$ cat src/rtl/pwm_capture.sv
// pwm_capture -- period / high-time measurement of a PWM waveform.
//
// The asynchronous input is brought into the clk domain through a
// SYNC_STAGES flip-flop chain. The block then counts clk cycles between
// consecutive synchronised rising edges (period) and the synchronised-high
// cycles inside that interval (duty).
//
// Each completed interval is reported on period_out/duty_out with a
// one-cycle meas_valid strobe.
//
// If no rising edge arrives within 2^WIDTH-1 cycles of the previous one:
//   - timeout is set (sticky),
//   - a zero/zero measurement is strobed,
//   - the block waits for a fresh first edge.
//
// Build option:
//   PWM_CAPTURE_FILTER_EN -- when defined, a glitch filter sits after the
//   synchroniser. The filtered level only follows a new value once three
//   consecutive synchronised samples agree. It replaces the raw
//   synchronised level everywhere, including the level output, and adds
//   two cycles of latency.
//
// Parameters:
//   WIDTH        counter / result width
//   SYNC_STAGES  input synchroniser depth (2 or more)
//
// Ports:
//   clk         system clock
//   rst         synchronous reset, active-high
//   ena         capture enable; low forces IDLE and clears the counters
//   pwm_in      asynchronous waveform under measurement
//   period_out  last measured period, clk cycles
//   duty_out    last measured high time, clk cycles
//   meas_valid  one-cycle strobe when period_out/duty_out update
//   timeout     sticky missing-waveform flag
//   level       current synchronised (optionally filtered) input level
module pwm_capture #(
    parameter int WIDTH       = 12,
    parameter int SYNC_STAGES = 2
) (
    input  logic             clk,
    input  logic             rst,
    input  logic             ena,
    input  logic             pwm_in,
    output logic [WIDTH-1:0] period_out,
    output logic [WIDTH-1:0] duty_out,
    output logic             meas_valid,
    output logic             timeout,
    output logic             level
);

    typedef enum logic {
        IDLE = 1'b0,
        MEAS = 1'b1
    } state_t;

    localparam logic [WIDTH-1:0] CNT_MAX = '1;
    localparam logic [WIDTH-1:0] ONE     = {{(WIDTH-1){1'b0}}, 1'b1};

    state_t           state_q;
    logic [SYNC_STAGES-1:0] sync_q;
    logic             prev_q;
    logic [WIDTH-1:0] cnt_q;
    logic [WIDTH-1:0] hcnt_q;
    logic [WIDTH-1:0] period_q;
    logic [WIDTH-1:0] duty_q;
    logic             valid_q;
    logic             timeout_q;

    logic             sync_s;
    logic             lvl;
    logic             rise;

    assign sync_s = sync_q[SYNC_STAGES-1];

`ifdef PWM_CAPTURE_FILTER_EN
    // hist_q holds the two previous synchronised samples. Together with the
    // current sample they form the three-sample agreement window.
    logic [1:0] hist_q;
    logic       filt_q;
    logic       filt_d;

    always_comb begin
        filt_d = filt_q;
        if ((sync_s == hist_q[0]) && (sync_s == hist_q[1])) begin
            filt_d = sync_s;
        end
    end

    always_ff @(posedge clk) begin
        if (rst) begin
            hist_q <= 2'b00;
            filt_q <= 1'b0;
        end else begin
            hist_q <= {hist_q[0], sync_s};
            filt_q <= filt_d;
        end
    end

    // The filtered value is used combinationally so that it switches on the
    // third agreeing sample. This keeps the added latency at two cycles.
    assign lvl = filt_d;
`else
    assign lvl = sync_s;
`endif

    assign rise = lvl & ~prev_q;

    always_ff @(posedge clk) begin
        if (rst) begin
            sync_q    <= '0;
            prev_q    <= 1'b0;
            state_q   <= IDLE;
            cnt_q     <= '0;
            hcnt_q    <= '0;
            period_q  <= '0;
            duty_q    <= '0;
            valid_q   <= 1'b0;
            timeout_q <= 1'b0;
        end else begin
            // Synchroniser and edge history run regardless of ena, so level
            // stays live while capture is disabled.
            sync_q  <= {sync_q[SYNC_STAGES-2:0], pwm_in};
            prev_q  <= lvl;
            valid_q <= 1'b0;

            if (!ena) begin
                state_q <= IDLE;
                cnt_q   <= '0;
                hcnt_q  <= '0;
            end else begin
                case (state_q)
                    IDLE: begin
                        // First edge only arms the counters; there is no
                        // complete interval to report yet.
                        if (rise) begin
                            cnt_q   <= ONE;
                            hcnt_q  <= ONE;
                            state_q <= MEAS;
                        end
                    end
                    MEAS: begin
                        // A rise takes priority over the timeout threshold.
                        if (rise) begin
                            period_q <= cnt_q;
                            duty_q   <= hcnt_q;
                            valid_q  <= 1'b1;
                            // cnt_q is at least 1 in MEAS, so this report
                            // always carries a non-zero period.
                            if (cnt_q != '0) begin
                                timeout_q <= 1'b0;
                            end
                            cnt_q  <= ONE;
                            hcnt_q <= ONE;
                        end else if (cnt_q == CNT_MAX) begin
                            // Report before cnt_q would wrap.
                            timeout_q <= 1'b1;
                            valid_q   <= 1'b1;
                            period_q  <= '0;
                            duty_q    <= '0;
                            cnt_q     <= '0;
                            hcnt_q    <= '0;
                            state_q   <= IDLE;
                        end else begin
                            cnt_q <= cnt_q + ONE;
                            if (lvl) begin
                                hcnt_q <= hcnt_q + ONE;
                            end
                        end
                    end
                endcase
            end
        end
    end

    assign period_out = period_q;
    assign duty_out   = duty_q;
    assign meas_valid = valid_q;
    assign timeout    = timeout_q;
    assign level      = lvl;

endmodule

$ cat config.mk
export PLATFORM = sky130hd
export DESIGN_NAME = pwm_capture
export DESIGN_NICKNAME = d
export VERILOG_FILES = /design/src/rtl/pwm_capture.sv
export SDC_FILE = /design/constraint.sdc
export NUM_CORES = 1
export LEC_CHECK = 0
export BUFFER_PORTS_ARGS = -buffer_cell sky130_fd_sc_hd__buf_2
export CAP_MARGIN = 20
export CORE_ASPECT_RATIO = 0.75
export CORE_UTILIZATION = 60
export CTS_BUF_LIST = sky130_fd_sc_hd__clkbuf_2 sky130_fd_sc_hd__clkbuf_4 sky130_fd_sc_hd__clkbuf_8
export DETAILED_ROUTE_END_ITERATION = 16
export GPL_ROUTABILITY_DRIVEN = 0
export PLACE_DENSITY = 0.94
export SYNTH_ARGS = -nofsm -noshare
export SYNTH_HDL_FRONTEND = slang
export SYNTH_SLANG_ARGS = --single-unit
$ cat constraint.sdc
create_clock -name clk -period 4.4 [get_ports clk]
set_input_delay 0.44 -clock clk [delete_from_list [all_inputs] [get_ports clk]]
set_output_delay 0.44 -clock clk [all_outputs]
set_load 0.01 [all_outputs]
# Word-level counts from Yosys, hierarchy flattened
# Cells that the tools add are included.
totals:
  ff_bits: 54
  word_cells: 46
op_classes:
  addsub: 2
  n_eq_ne: 4
  n_mux: 20
  bitwise: 4
  n_reduce_logical: 7
op_table:
  columns: ["op", "count"]
  rows:
  - ["$mux W12", 9]
  - ["$pmux W12 S2", 2]
  - ["$add A12 B1 Y12 const B", 2]
  - ["$eq A12 B12 Y1 const B", 1]
  - ["$reduce_bool A12 Y1", 1]
  - ["$mux W1", 8]
  - ["$ne A4 B1 Y1 const B", 1]
  - ["$reduce_and A4 Y1", 1]
  - ["$not A1 Y1", 3]
  - ["$reduce_and A3 Y1", 1]
  - ["$reduce_or A3 Y1", 1]
  - ["$ne A2 B1 Y1 const B", 1]
  - ["$ne A2 B2 Y1 const B", 1]
  - ["$pmux W1 S2", 1]
  - ["$reduce_and A2 Y1", 1]
  - ["$reduce_bool A2 Y1", 1]
  - ["$reduce_or A2 Y1", 1]
  - ["$and A1 B1 Y1", 1]

# Logic depth before layout (Yosys ltp)
depth:
  depth_word: 5
  depth_mapped: 7

# Worst setup path after synthesis
# OpenSTA, ideal clock, no wires.
synth_path:
  kind: "register to register"
  start: "register cnt_q[1]"
  end: "register cnt_q[7]"
  t_arrival_ps: 1606
  t_required_ps: 4280
  setup_slack_ps: 2675
  path_stages_with_launch: 6
  path_buffers: 0
  cell_sequence: "dfxtp_1 -> ha_1 -> nand3_1 -> o31ai_1 -> nor3_1 -> o31a_1"
synth_between:
  elab_chain_cells: 4
  elab_cells_between_ends: 5
  classes_between: "add/sub: 1; eq/ne: 1; mux: 3"
synth_rtl:
  columns: ["element", "line", "rtl"]
  rows:
  - ["from (decl)", "63", "logic [WIDTH-1:0] cnt_q;"]
  - ["from (signal assigned)", "165", "cnt_q <= cnt_q + ONE;"]
  - ["$add A12 B1 Y12 / $eq A12 B12 Y1 (equally long branches)", "165, 155", null]
  - ["$mux W12 (*)", "155", "end else if (cnt_q == CNT_MAX) begin"]
  - ["$mux W12 (*)", "144", "if (rise) begin"]
  - ["$pmux W12 S2 (*)", "132", "case (state_q)"]
# Every way passes the cells marked *; elsewhere a longest branch is shown, timed or not.
# A chain may end at the register's enable or synchronous reset.

# Worst setup path in the final report
# Same ends and word-level chain as after synthesis.

==> metrics.md <==
| Metric | Value |
|---|---|
| H-tree level count | 2 |
| Layout cells sized above 1 | 17.4% |
| Crit start category | flop |
| Synth unique cells | 41 |
| Vias in the first global route | 1665 |
| Setup ws final | 2.22 ns |
| Total GRT Usage | 26.1% |
| Maximum VDD drop | 0.000276 V |
| Vias/cell | 6.33 |
| Worst EP arrival | 2.38 ns |
| Post-Route Setup TNS | 0 ns |
| CTS Hold Bufs | 0 |
| Lkg Pwr | 0.965 nW |
| Status | complete, no violations |
| Setup WS pre-CTS | 2.18 ns |
| Post_cts resized | 0 |
| Multi-input gate area | 0.00111 mm2 |
| Most frequent cells in the layout | dfxtp_1 (54), buf_2 (30), a22o_1 (24) |
| Hold EP | sync_q[0] |
| Mapped Cells | 237 |
| P per Cell Area | 340 mW/mm2 |
| First-pass GRT wire length | 8.00 mm |
| 1st-iter DRT viols | 124 |
| Post-CTS Setup Bufs | 0 |
| Tightest Pin Transition | 0.798 ns |
| Clock transition at path regs | 0.10 ns |
| Reg area | 0.00108 mm2 |
| Synth-to-Final Area Change | 13.1% |
| Worst r2r src | cnt_q[1] |
| DIE WIDTH | 73.2 um |
| Post-route ant nets | 0 |
| Final setup vio count | 0 |
| Via count | 1988 |
| Syn_nets | 244 |
| Placement Rows | 18 |
| Post-DP HPWL | 3.44 mm |
| Pre-antenna DRT Iters | 5 |
| WS Path Type | reg2reg |
| Max_cap viols | 0 |
| Remaining Overflow, GRT | 0 |
| Die ar. | 0.00405 mm2 |
| Synthesized flop and latch total | 54 |
| Drc violations | 0 |
| Routed len/inst | 16.4 um |
| Syn_area_per_cell | 9.62 um2 |
| Final wirelength | 5.15 mm |
| Most common cell after layout, fill and taps aside | dfxtp_1 |
| ANT cells | 0 |
| Max_slew headroom | 46.6% |
| WP data required | 4.61 ns |
| CTS root buffer | clkbuf_8 |
| R2R Setup Slk | 2.22 ns |
| RSZ-0062 raised after global routing | false |
| Top cell type by total area after synthesis | dfxtp_1 |
| Initial antenna violation count | 0 |
| Synthesized area | 0.00228 mm2 |
| Hold Crit Start | pwm_in |
| Max Slew Vio Count | 0 |
| Main synth FF type | dfxtp_1 |
| Seq/Total Area, Yosys | 47.4% |
| CTS Buffer Depth | 2 |
| Yosys warns | 0 |
| R2R cell count | 5 |
| Largest cells by area after synthesis | dfxtp_1 (47%), a22o_1 (9.2%), a21oi_1 (3.7%) |
| Crit path capture type | flop |
| EDFF count, synth | 0 |
| Worst min path class | in2reg |
| Crit path max fanout | 6 |
| Core ar. | 0.00345 mm2 |
| Filler cells | 253 |
| Num ports | 31 |
| Async set-reset flop share out of synthesis | 0% |
| Final clock period utilization by the worst path | 49.5% |
| Total CTS buffers | 5 |
| CTS tree | done |
| Reg2reg end | cnt_q[7] |
| Largest net degree at the start of global routing | 25 |
| Hold Path Stages | 2 |
| CTS sink cnt | 54 |
| Buffers on Ports | 30 |
| Die height | 55.4 um |
| Layout Skew | 0.0103 ns |
| Worst-Skew Late Latency | 0.32 ns |
| Fmax | 459 MHz |
| Initial Util | 66.2% |
| Final net count | 270 |
| Min Tclk post-route | 2.18 ns |
| Hold Violations, Final | 0 |
| Top-area cell type share of the netlist area | 47.4% |
sequential cells by signal, summed over array words and instances (netlist names):
| register | flops |
|---|---|
| cnt_q | 12 |
| duty_out | 12 |
| hcnt_q | 12 |
| period_out | 12 |
| sync_q | 2 |
| meas_valid | 1 |
| prev_q | 1 |
| state_q | 1 |
| timeout | 1 |
area by class of cell:
type / instances / share of cell area (%)
clock inverters: 2 / 1.50
multi-input cells: 163 / 43.2
repair buffers: 32 / 6.70
clock buffers: 6 / 3.20
well taps: 50 / 2.43
flip-flops and latches: 54 / 41.9
inverters: 7 / 1.02
cells in the mapped netlist (4+ instances only):
library cell   n
a22o_1        24
o31ai_1       11
and4_1         4
inv_1          7
nand4_1        6
clkbuf_1       5
o21ai_0        7
a31oi_1        6
or3_1          5
buf_2          7
nor2_1         6
a21oi_1       17
nand2b_1       4
dfxtp_1       54
nand3_1       11
nor3_1         4
or4_1         11
nor2b_1        6
nand2_1       14
worst max-delay path, cell delays in order, from the launching register on:
cell and delay (ns):
dfxtp_1 0.45, ha_1 0.28, nand3_1 0.19, o31ai_1 0.72
nor3_1 0.12, o31a_1 0.32
power by group:
part           leakage, nW  internal [mW]  switching (mW)  total [mW]
Sequential           0.436          0.491         0.00400       0.495
Combinational        0.468        0.00906          0.0205      0.0296
Clock               0.0618          0.187           0.165       0.352
Total                0.965          0.687           0.190       0.877
cell families after synthesis:
family | Yosys count | share of synthesized area [%]
DFF | 54 | 47.4
and+or+nand+nor | 80 | 21.1
buffers and inverters | 20 | 4.01
adders and majority gates | 3 | 1.65
muxes | 2 | 0.933
xor gates and xnor gates | 2 | 0.769
AOI/OAI and AO/OA | 76 | 24.1
per-stage QoR:
stage | hold WS, ns | instance area, um2 | cells | utilization, % | power, mW
final | 0.351 | 2580 | 314 | 74.8 | 0.877
after detailed placement | 0.431 | 2440 | 305 | 70.8 | 0.533
after global placement | 0.423 | 2440 | 305 | 70.8 | 0.532
after CTS | 0.350 | 2560 | 313 | 74.4 | 0.878
after floorplan | 0.414 | 2280 | 237 | - | 0.525
after global routing | 0.355 | 2580 | 314 | 74.8 | 0.902
worst max-delay path by stage:
stage / from / to / slack [ns]
2_1_floorplan: cnt_q[1] / cnt_q[7] / 2.67
3_3_place_gp: cnt_q[1] / period_out[10] / 2.26
5_1_grt: cnt_q[1] / cnt_q[7] / 2.10
4_1_cts: cnt_q[1] / duty_out[1] / 2.13
6_report: cnt_q[1] / cnt_q[7] / 2.22
3_5_place_dp: cnt_q[1] / duty_out[9] / 2.18
per-layer routing:
metal / global-route usage (%) / vias to the layer above / share of wire [%]
li1: - / 961 / -
met1: 39.0 / 937 / 45
met2: 35.7 / 82 / 45
met3: 5.66 / 8 / 8.1
met4: 11.2 / 0 / 1.5
met5: 0 / - / 0
Power figures use the tool's default switching activity.
